**src/rtl/io_corner_preio_arbiter_if.sv**
```systemverilog
// -----------------------------------------------------------------------------
// io_corner_preio_arbiter_if
// Bundles the requester handshake and the pad-side bit signals of the RS_PREIO
// arbiter so they can be passed as one port.
//   req        per-requester level request
//   req_dout   per-requester serial data bit destined for the pad
//   gnt        one-hot-or-zero grant
//   busy       arbiter is not idle
//   done       one-cycle pulse at end of ownership
//   rx_bit     captured pad input bit
//   rx_valid   one-hot qualifier for rx_bit (owner index)
//   pad_outpad towards FPGA_OUT
//   pad_inpad  from FPGA_IN
// Modports: slave = arbiter side, master = requester/pad side.
// -----------------------------------------------------------------------------
interface io_corner_preio_arbiter_if #(
   parameter int NUM_REQ = 4
);
   logic [NUM_REQ-1:0] req;
   logic [NUM_REQ-1:0] req_dout;
   logic [NUM_REQ-1:0] gnt;
   logic               busy;
   logic [NUM_REQ-1:0] done;
   logic               rx_bit;
   logic [NUM_REQ-1:0] rx_valid;
   logic               pad_outpad;
   logic               pad_inpad;

   modport master (
      output req, req_dout, pad_inpad,
      input  gnt, busy, done, rx_bit, rx_valid, pad_outpad
   );

   modport slave (
      input  req, req_dout, pad_inpad,
      output gnt, busy, done, rx_bit, rx_valid, pad_outpad
   );
endinterface

```
**src/rtl/io_corner_preio_arbiter.sv**
```systemverilog
// -----------------------------------------------------------------------------
// io_corner_preio_arbiter
// Round-robin arbiter that lets NUM_REQ fabric requesters share one RS_PREIO
// pad path. The owner streams BURST_LEN serial bits to pad_outpad and gets the
// pad_inpad samples back on rx_bit/rx_valid.
// Ports:
//   pad_clk      block clock (same clock as FPGA_CLK)
//   pad_reset_n  asynchronous active-low reset, deassertion synchronised here
//   bus          io_corner_preio_arbiter_if.slave (req/req_dout/gnt/busy/done/
//                rx_bit/rx_valid/pad_outpad/pad_inpad)
// Build option: define PREIO_ARB_SYNC_IN_EN to route pad_inpad through a
// 2-flop synchronizer (rx latency 3 instead of 1).
// Output timing: every output is registered, so the value a state decides on
// is visible in the following cycle (pad shows beat k one cycle after XFER
// beat k, done is high during TURN).
// -----------------------------------------------------------------------------
module io_corner_preio_arbiter #(
   parameter int   NUM_REQ   = 4,
   parameter int   BURST_LEN = 8,
   parameter logic IDLE_VAL  = 1'b0
) (
   input logic                      pad_clk,
   input logic                      pad_reset_n,
   io_corner_preio_arbiter_if.slave bus
);
   localparam int OWN_W = $clog2(NUM_REQ);
   localparam int CNT_W = (BURST_LEN > 1) ? $clog2(BURST_LEN) : 1;
`ifdef PREIO_ARB_SYNC_IN_EN
   localparam int TAG_DEPTH = 3;
`else
   localparam int TAG_DEPTH = 1;
`endif

   typedef enum logic [1:0] {IDLE, GRANT, XFER, TURN} state_t;

   function automatic logic [NUM_REQ-1:0] onehot(input logic [OWN_W-1:0] idx);
      onehot      = '0;
      onehot[idx] = 1'b1;
   endfunction

   // (a mod NUM_REQ) for a < 2*NUM_REQ
   function automatic logic [OWN_W-1:0] wrap(input logic [OWN_W:0] s);
      if (s >= (OWN_W+1)'(NUM_REQ))
         wrap = OWN_W'(s - (OWN_W+1)'(NUM_REQ));
      else
         wrap = OWN_W'(s);
   endfunction

   // Reset: asserts asynchronously, releases two pad_clk edges later.
   logic [1:0] rst_sync_q, rst_sync_d;
   logic       rst_int_n;

   assign rst_sync_d = {rst_sync_q[0], 1'b1};
   assign rst_int_n  = rst_sync_q[1];

   always_ff @(posedge pad_clk or negedge pad_reset_n) begin
      if (!pad_reset_n) rst_sync_q <= 2'b00;
      else              rst_sync_q <= rst_sync_d;
   end

   state_t             state_q, state_d;
   logic [OWN_W-1:0]   owner_q, owner_d;
   logic [OWN_W-1:0]   rr_ptr_q, rr_ptr_d;
   logic [CNT_W-1:0]   cnt_q, cnt_d;
   logic [NUM_REQ-1:0] gnt_q, gnt_d;
   logic [NUM_REQ-1:0] done_q, done_d;
   logic               pad_q, pad_d;
   logic               rx_bit_q, rx_bit_d;
   logic [NUM_REQ-1:0] rx_valid_q, rx_valid_d;
   // Beat tags follow each transferred bit through the pad and input path so
   // rx_valid names the owner of that bit even after ownership has moved on.
   logic [TAG_DEPTH-1:0] tag_v_q, tag_v_d;
   logic [OWN_W-1:0]     tag_own_q [TAG_DEPTH];
   logic [OWN_W-1:0]     tag_own_d [TAG_DEPTH];
   logic                 pad_in_path;
   logic                 xfer_fire;
   logic                 req_own;

   // Requests rotated so position 0 is rr_ptr; lowest set position wins.
   logic [NUM_REQ-1:0] req_rot;
   logic [OWN_W-1:0]   rot_idx [NUM_REQ];
   logic               pick_found;
   logic [OWN_W-1:0]   pick_idx;

   for (genvar gi = 0; gi < NUM_REQ; gi++) begin : g_rot
      assign rot_idx[gi] = wrap({1'b0, rr_ptr_q} + (OWN_W+1)'(gi));
      assign req_rot[gi] = bus.req[rot_idx[gi]];
   end

   always_comb begin
      pick_found = 1'b0;
      pick_idx   = '0;
      for (int i = NUM_REQ - 1; i >= 0; i--) begin
         if (req_rot[i]) begin
            pick_found = 1'b1;
            pick_idx   = rot_idx[i];
         end
      end
   end

`ifdef PREIO_ARB_SYNC_IN_EN
   logic [1:0] sync_q, sync_d;
   assign sync_d      = {sync_q[0], bus.pad_inpad};
   assign pad_in_path = sync_q[1];

   always_ff @(posedge pad_clk or negedge rst_int_n) begin
      if (!rst_int_n) sync_q <= 2'b00;
      else            sync_q <= sync_d;
   end
`else
   assign pad_in_path = bus.pad_inpad;
`endif

   assign req_own = bus.req[owner_q];

   always_comb begin
      state_d   = state_q;
      owner_d   = owner_q;
      rr_ptr_d  = rr_ptr_q;
      cnt_d     = cnt_q;
      gnt_d     = gnt_q;
      done_d    = '0;
      pad_d     = IDLE_VAL;
      xfer_fire = 1'b0;
      case (state_q)
         IDLE: begin
            if (pick_found) begin
               state_d = GRANT;
               owner_d = pick_idx;
               gnt_d   = onehot(pick_idx);
            end
         end
         GRANT: begin
            cnt_d = '0;
            if (req_own) begin
               state_d = XFER;
            end else begin
               state_d = TURN;
               gnt_d   = '0;
               done_d  = onehot(owner_q);
            end
         end
         XFER: begin
            if (!req_own) begin
               // voluntary release: this beat is dropped
               state_d = TURN;
               gnt_d   = '0;
               done_d  = onehot(owner_q);
            end else begin
               xfer_fire = 1'b1;
               pad_d     = bus.req_dout[owner_q];
               if (cnt_q == CNT_W'(BURST_LEN - 1)) begin
                  state_d = TURN;
                  gnt_d   = '0;
                  done_d  = onehot(owner_q);
               end else begin
                  cnt_d = cnt_q + CNT_W'(1);
               end
            end
         end
         TURN: begin
            state_d  = IDLE;
            cnt_d    = '0;
            rr_ptr_d = wrap({1'b0, owner_q} + (OWN_W+1)'(1));
         end
         default: state_d = IDLE;
      endcase
   end

   always_comb begin
      tag_v_d      = '0;
      tag_v_d[0]   = xfer_fire;
      tag_own_d[0] = owner_q;
      for (int i = 1; i < TAG_DEPTH; i++) begin
         tag_v_d[i]   = tag_v_q[i-1];
         tag_own_d[i] = tag_own_q[i-1];
      end
      rx_bit_d   = pad_in_path;
      rx_valid_d = tag_v_q[TAG_DEPTH-1] ? onehot(tag_own_q[TAG_DEPTH-1]) : '0;
   end

   always_ff @(posedge pad_clk or negedge rst_int_n) begin
      if (!rst_int_n) begin
         state_q    <= IDLE;
         owner_q    <= '0;
         rr_ptr_q   <= '0;
         cnt_q      <= '0;
         gnt_q      <= '0;
         done_q     <= '0;
         pad_q      <= IDLE_VAL;
         rx_bit_q   <= 1'b0;
         rx_valid_q <= '0;
         tag_v_q    <= '0;
         tag_own_q  <= '{default: '0};
      end else begin
         state_q    <= state_d;
         owner_q    <= owner_d;
         rr_ptr_q   <= rr_ptr_d;
         cnt_q      <= cnt_d;
         gnt_q      <= gnt_d;
         done_q     <= done_d;
         pad_q      <= pad_d;
         rx_bit_q   <= rx_bit_d;
         rx_valid_q <= rx_valid_d;
         tag_v_q    <= tag_v_d;
         tag_own_q  <= tag_own_d;
      end
   end

   assign bus.gnt        = gnt_q;
   assign bus.busy       = (state_q != IDLE);
   assign bus.done       = done_q;
   assign bus.pad_outpad = pad_q;
   assign bus.rx_bit     = rx_bit_q;
   assign bus.rx_valid   = rx_valid_q;
endmodule

```
**src/flat_wrapper.sv**
```systemverilog
// flat-port wrapper written by rule: the top's interface ports become plain ports
module io_corner_preio_arbiter_flat 
#(
   parameter int   NUM_REQ   = 4,
   parameter int   BURST_LEN = 8,
   parameter logic IDLE_VAL  = 1'b0
)
  (pad_clk, pad_reset_n, bus_req, bus_req_dout, bus_pad_inpad, bus_gnt, bus_busy, bus_done, bus_rx_bit, bus_rx_valid, bus_pad_outpad);
  io_corner_preio_arbiter_if #(.NUM_REQ(NUM_REQ)) bus_i ();
  input logic pad_clk;
  input logic pad_reset_n;
  input wire logic [$bits(bus_i.req)-1:0] bus_req;
  input wire logic [$bits(bus_i.req_dout)-1:0] bus_req_dout;
  input wire logic [$bits(bus_i.pad_inpad)-1:0] bus_pad_inpad;
  output wire logic [$bits(bus_i.gnt)-1:0] bus_gnt;
  output wire logic [$bits(bus_i.busy)-1:0] bus_busy;
  output wire logic [$bits(bus_i.done)-1:0] bus_done;
  output wire logic [$bits(bus_i.rx_bit)-1:0] bus_rx_bit;
  output wire logic [$bits(bus_i.rx_valid)-1:0] bus_rx_valid;
  output wire logic [$bits(bus_i.pad_outpad)-1:0] bus_pad_outpad;
  assign bus_i.req = bus_req;
  assign bus_i.req_dout = bus_req_dout;
  assign bus_i.pad_inpad = bus_pad_inpad;
  assign bus_gnt = bus_i.gnt;
  assign bus_busy = bus_i.busy;
  assign bus_done = bus_i.done;
  assign bus_rx_bit = bus_i.rx_bit;
  assign bus_rx_valid = bus_i.rx_valid;
  assign bus_pad_outpad = bus_i.pad_outpad;
  io_corner_preio_arbiter #(.NUM_REQ(NUM_REQ), .BURST_LEN(BURST_LEN), .IDLE_VAL(IDLE_VAL)) u_core (.pad_clk(pad_clk), .pad_reset_n(pad_reset_n), .bus(bus_i));
endmodule
```
**config.mk**
```make
export PLATFORM = sky130hd
export DESIGN_NAME = io_corner_preio_arbiter_flat
export DESIGN_NICKNAME = d
export VERILOG_FILES = /design/src/rtl/io_corner_preio_arbiter_if.sv /design/src/rtl/io_corner_preio_arbiter.sv /design/src/flat_wrapper.sv
export SDC_FILE = /design/constraint.sdc
export NUM_CORES = 1
export LEC_CHECK = 0
export CORE_ASPECT_RATIO = 1.5
export CORE_MARGIN = 5
export CORE_UTILIZATION = 60
export DETAILED_ROUTE_END_ITERATION = 16
export DONT_BUFFER_PORTS = 1
export GPL_TIMING_DRIVEN = 0
export MAX_ROUTING_LAYER = met4
export PLACE_DENSITY_LB_ADDON = 0.2
export SLEW_MARGIN = 5
export SYNTH_ARGS = -nofsm -noshare
export SYNTH_HDL_FRONTEND = slang
export SYNTH_SLANG_ARGS = --single-unit
```
**constraint.sdc**
```tcl
create_clock -name pad_clk -period 1.3 [get_ports pad_clk]
set_clock_uncertainty 0.2 [all_clocks]
set_input_delay 0.065 -clock pad_clk [delete_from_list [all_inputs] [get_ports pad_clk]]
set_output_delay 0.065 -clock pad_clk [all_outputs]
set_load 0.05 [all_outputs]
```
After elaboration in Yosys (flattened, before gate mapping)
Index checks and enable logic that the tools add are counted.

Register bits: 28. Input port bits: 11. Output and inout port bits: 15. Logic and storage cells: 111.

Add/subtract/negate cells: 10. Order comparisons: 15. Equality and inequality tests: 9. Multiplexer cells: 53. Reduce and logical (&&, ||, !) cells: 12.

Operators by type and width (count): $mux 4 (8); $mux 2 (12); $lt 2x3->1 const B (7); $mux 1 (18); $bmux 1 s2 (6); $ge 3x3->1 const B (4); $pmux 4 s3 (1); $sub 2x1->2 const B (5); $pmux 2 s4 (1); $pmux 4 s2 (1); $add 2x1->3 const B (2); $add 2x2->3 const B (2); $demux 1 s2 (3); $ge 2x1->1 const B (3); $mux 3 (2); $pmux 3 s2 (1); $eq 2x2->1 const B (2); $ne 2x1->1 const B (2); $ne 2x2->1 const B (2); $reduce_and 2->1 (2); $reduce_and 4->1 (1); $reduce_bool 2->1 (2); $add 3x1->3 const B (1); $eq 3x3->1 const B (1); other kinds (8) (10).

Longest topological paths before layout
Word-level depth: 15. Gate-level depth with buffers: 6. Gate-level depth less buffers: 6.

Least setup slack after synthesis
No wires, ideal clock.

Kind: flip-flop to flip-flop. Start: reg u_core.owner_q[0]. End: reg u_core.gnt_q[0] (netlist: u_core.bus.gnt[0]). Library setup time: 0.110 ns. Arrival time: 1.721 ns. Required time: 0.990 ns. Setup slack: -0.731 ns. Stages on the path, launching flop included: 5. Path buffers: 0. Cells stage by stage: dfrtp_1 mux4_2 o21a_4 or2_4 o41ai_1.

Longest elaborated chain between the ends: 4. Elaborated cells between the ends (all ways): 7. Those cells by class: eq/ne: 2; mux: 4; reduce/logical: 1.

Ends and longest elaborated chain: from (decl) (line io_corner_preio_arbiter.sv:62) `logic [OWN_W-1:0] owner_q, owner_d;`; from (signal assigned) (line io_corner_preio_arbiter.sv:197) `owner_q <= owner_d;`; $bmux 1 s2 (*) (line io_corner_preio_arbiter.sv:114) `assign req_own = bus.req[owner_q];`; $mux 1 (not written as such) (*) (line io_corner_preio_arbiter.sv:114); $ne 3x3->1 (no source line), or another cell as far along; $reduce_and 4->1 (no source line) / $pmux 4 s3 (equally long branches); to (signal assigned) (line io_corner_preio_arbiter.sv:200) `gnt_q <= gnt_d;`; to (decl) (line io_corner_preio_arbiter.sv:65) `logic [NUM_REQ-1:0] gnt_q, gnt_d;`.

Mark *: on every way between the ends. The rest lies on a longest branch, timed or not. The select of a mux whose other input is x is not followed. A chain may end at the register's enable or synchronous reset.

Final worst setup path
Start: reg u_core.owner_q[0]. End: reg u_core.state_q[0].

Longest elaborated chain between the ends: 4. Elaborated cells between the ends (all ways): 7. Those cells by class: eq/ne: 1; mux: 5; reduce/logical: 1.

Ends and longest elaborated chain: $bmux 1 s2 (*) (line io_corner_preio_arbiter.sv:114); $mux 1 (not written as such) (*) (line io_corner_preio_arbiter.sv:114); $mux 2, or another cell as far along (line io_corner_preio_arbiter.sv:144) `if (!req_own) begin`; $pmux 2 s4 / $reduce_and 2->1 (equally long branches); to (signal assigned) (line io_corner_preio_arbiter.sv:196) `state_q <= state_d;`; to (decl) (line io_corner_preio_arbiter.sv:61) `state_t state_q, state_d;`.

Marks and branches as above.

==> results.toml <==
[status]
status = "finished, violations left"
violations = "negative hold slack, negative setup slack"

[global_route]
grt_start_max_net_pins = 27
grt_first_pass_wirelength_um = 4620
grtUsageTotal = 0.210
grt_pass1_vias = 1027
antenna_found_initial = 0
grt-ovfl-total = 0

[clock_tree]
clock_path_buffers = 2
cts_made_buffers = 3
cts_tree = "yes"
ctsHoldBuffers = 9
htreeDepth = 1
cts.clk_slew.worst_paths_ns = 0.15
cts_root_buffer = "clkbuf_4"
clock_sinks = 28
clk_latency_ns = 0.35

[die]
die_height_um = 67.1
rows = 20
ios = 26
initial_core_util = 0.637
dieWidth_um = 48.1
core_area_um2 = 2050
die-area_um2 = 3230

[timing]
worst_hold_slack_ns = -0.112
fin_ws_ns = -0.671
hold_viol_final = 7
post-route-period-util = 1.52
max_freq_mhz = 507
period_minus_slack_ns = 1.97
final_max_slew_viol_count = 0
relSlewSlack = 0.623
rsz0062_at_grt = "yes"
setup_viol = 19
worstMarginPinSlew_ns = 0.565

[power_and_ir_drop]
leakage_uw = 0.000836
power.density_nw_per_um2 = 2560
ir_worst_vdd_uv = 1920

[layout]
final_nets = 163
post-route-util = 0.850
areaGrowthSynthToFinish_pct = 33.5
final_cell_area_um2 = 1740
final_cells = 163
drive_gt1_frac = 0.362
layout_common_cells = "20 x dfrtp_1, 11 x buf_4, 9 x nand2_1"
diodes = 0
fill_cells = 100
layout_commonest_cell = "dfrtp_1"

[drt]
routedWlPerCell_um = 17.9
num_vias = 1001
via_per_inst = 6.14
first_iter_violations = 36
antenna_left = 0
drcViolationCount = 0
wl_um = 2930
firstDrtPassIters = 4

[logic_synthesis]
syn_inst = 114
synth_area_um2 = 1310
yosysTopAreaCell = "dfrtp_1"
ys_seq_area_frac = 0.536
synthMuxAreaShare = 0.0536
synth_fp_nets = 135
yosysTopAreaCellShare = 0.536
synth_top_family_by_area = "compound AO/OA/AOI/OAI gates"
synthDistinctLibCells = 32
synth-main-ff-cell = "dfrtp_1"
synth_xor_area_frac = 0
postSynthAreaPerCell_um2 = 11.5
yosys_warnings = 0
synth_compound_area_frac = 0.160
synthSimpleGateAreaFrac = 0.131
synth_edf_count = 0
synth_fa_ha_area_frac = 0.0958
synthTopCellsByArea = "dfrtp_1 54%, ha_1 9.6%, o21ai_0 3.8%, o41ai_1 2.7%, nand2_1 2.6%"
ys_ff_latch = 28
async_reset_ff_frac = 1.00

[job]
max_cap_violations = 0

[worst_hold_path]
hp-class = "in2reg"

[placed_design]
dp_cells = 136
io_buffers = 0
place_area_um2 = 1390
place.gp.congestion = 0.780
dp_hpwl_um = 1780

[critical_path]
required_ns = 1.36
crit_buf_inv = 2
arrival_ns = 2.03
path_delay_family = "multiplexers"
cp-end-kind = "flip-flop"
critPathLaunchType = "flip-flop"
crit_slowest_cell = "mux4_2"
reg2reg_slack_ns = -0.67
path_max_fanout = 4
path_cells = "mux4_2 > buf_4 > buf_6 > mux2i_1 > a21oi_1 > o22a_1"
cp_slowest_stage_delay_ns = 0.57
worst-setup-path-type = "reg2reg"
-- worst paths after layout --
check | startpoint | end | depth (start not counted)
worst max-delay path | u_core.owner_q[0] | u_core.state_q[0] | 6
worst min-delay path | bus_req[0] | u_core.state_q[1] | 3
worst max register to register | u_core.owner_q[0] | u_core.state_q[0] | 6
worst min register to register | u_core.rst_sync_q[1] | u_core.tag_v_q | 0
max in group asynchronous | u_core.rst_sync_q[1] | u_core.rr_ptr_q[1] | 0
min in group asynchronous | u_core.rst_sync_q[1] | u_core.tag_v_q | 0
-- metal layers --
layer / GRT usage / wire length (µm) / share of wire
met1: 0.237 / 1130 / 0.39
met2: 0.338 / 1530 / 0.52
met3: 0.0400 / 140 / 0.048
met4: 0.111 / 115 / 0.039
met5: - / 0 / 0
-- Yosys cell counts (2+ instances only) --
cell       n
dfrtp_1   28
ha_1      10
o21ai_0   10
nand2_1    9
nor2_1     8
inv_1      7
a21oi_1    6
and3_1     5
o41ai_1    4
nand2b_1   3
a21o_1     2
o22a_1     2
-- flip-flops by register name, summed over array words and instances, names as in the netlist, 2 cells and up --
register,count
u_core.cnt_q,3
u_core.bus.gnt,4
u_core.rr_ptr_q,2
u_core.owner_q,2
u_core.tag_own_q,2
u_core.state_q,2
u_core.bus.rx_valid,4
u_core.rst_sync_q,2
u_core.bus.done,4
-- timing repair --
| item | 4_1_cts | 5_1_grt |
|---|---|---|
| buffers inserted | 10 | 5 |
| pin swaps | 2 | 6 |
| resized for setup | 16 | 21 |
| endpoints found under the setup margin | 34 | 24 |
| endpoints found under the hold margin | 11 | 7 |
-- cell families after synthesis --
group | after synthesis
DFF | 28
buffers and inverters | 7
AOI/OAI and AO/OA | 31
other | 1
muxes | 4
and+or+nand+nor | 33
adders and majority gates | 10
-- metrics by stage --
step	setup WS, ns	TNS [ns]	power, µW
after global routing	-0.727	-9.84	4760
after CTS	-0.654	-8.77	4150
after detailed placement	-0.816	-10.09	3180
final	-0.671	-8.85	4460
after floorplan	-0.645	-6.55	2860
after global placement	-0.725	-8.63	3080
-- layout make-up --
class	count	area, µm²	area share
clock buffer	3	22.5	0.0129
clock inverter	1	30.0	0.0172
sequential	28	711	0.407
inverter	7	32.5	0.0187
timing repair buffer	23	209	0.120
multi-input combinational	79	712	0.408
tap	22	27.5	0.0158
-- tightest hold or removal path, cell delays in order --
cell	delay, ns
nor4_4	0.03
a22oi_2	0.23
o21ai_1	0.09
-- power breakdown --
part / internal, µW / leakage (µW) / switching, µW
Clock: 312 / 0.0000279 / 261
Sequential: 1140 / 0.000353 / 525
Combinational: 1080 / 0.000455 / 1140
Power figures use the tool's default switching activity.
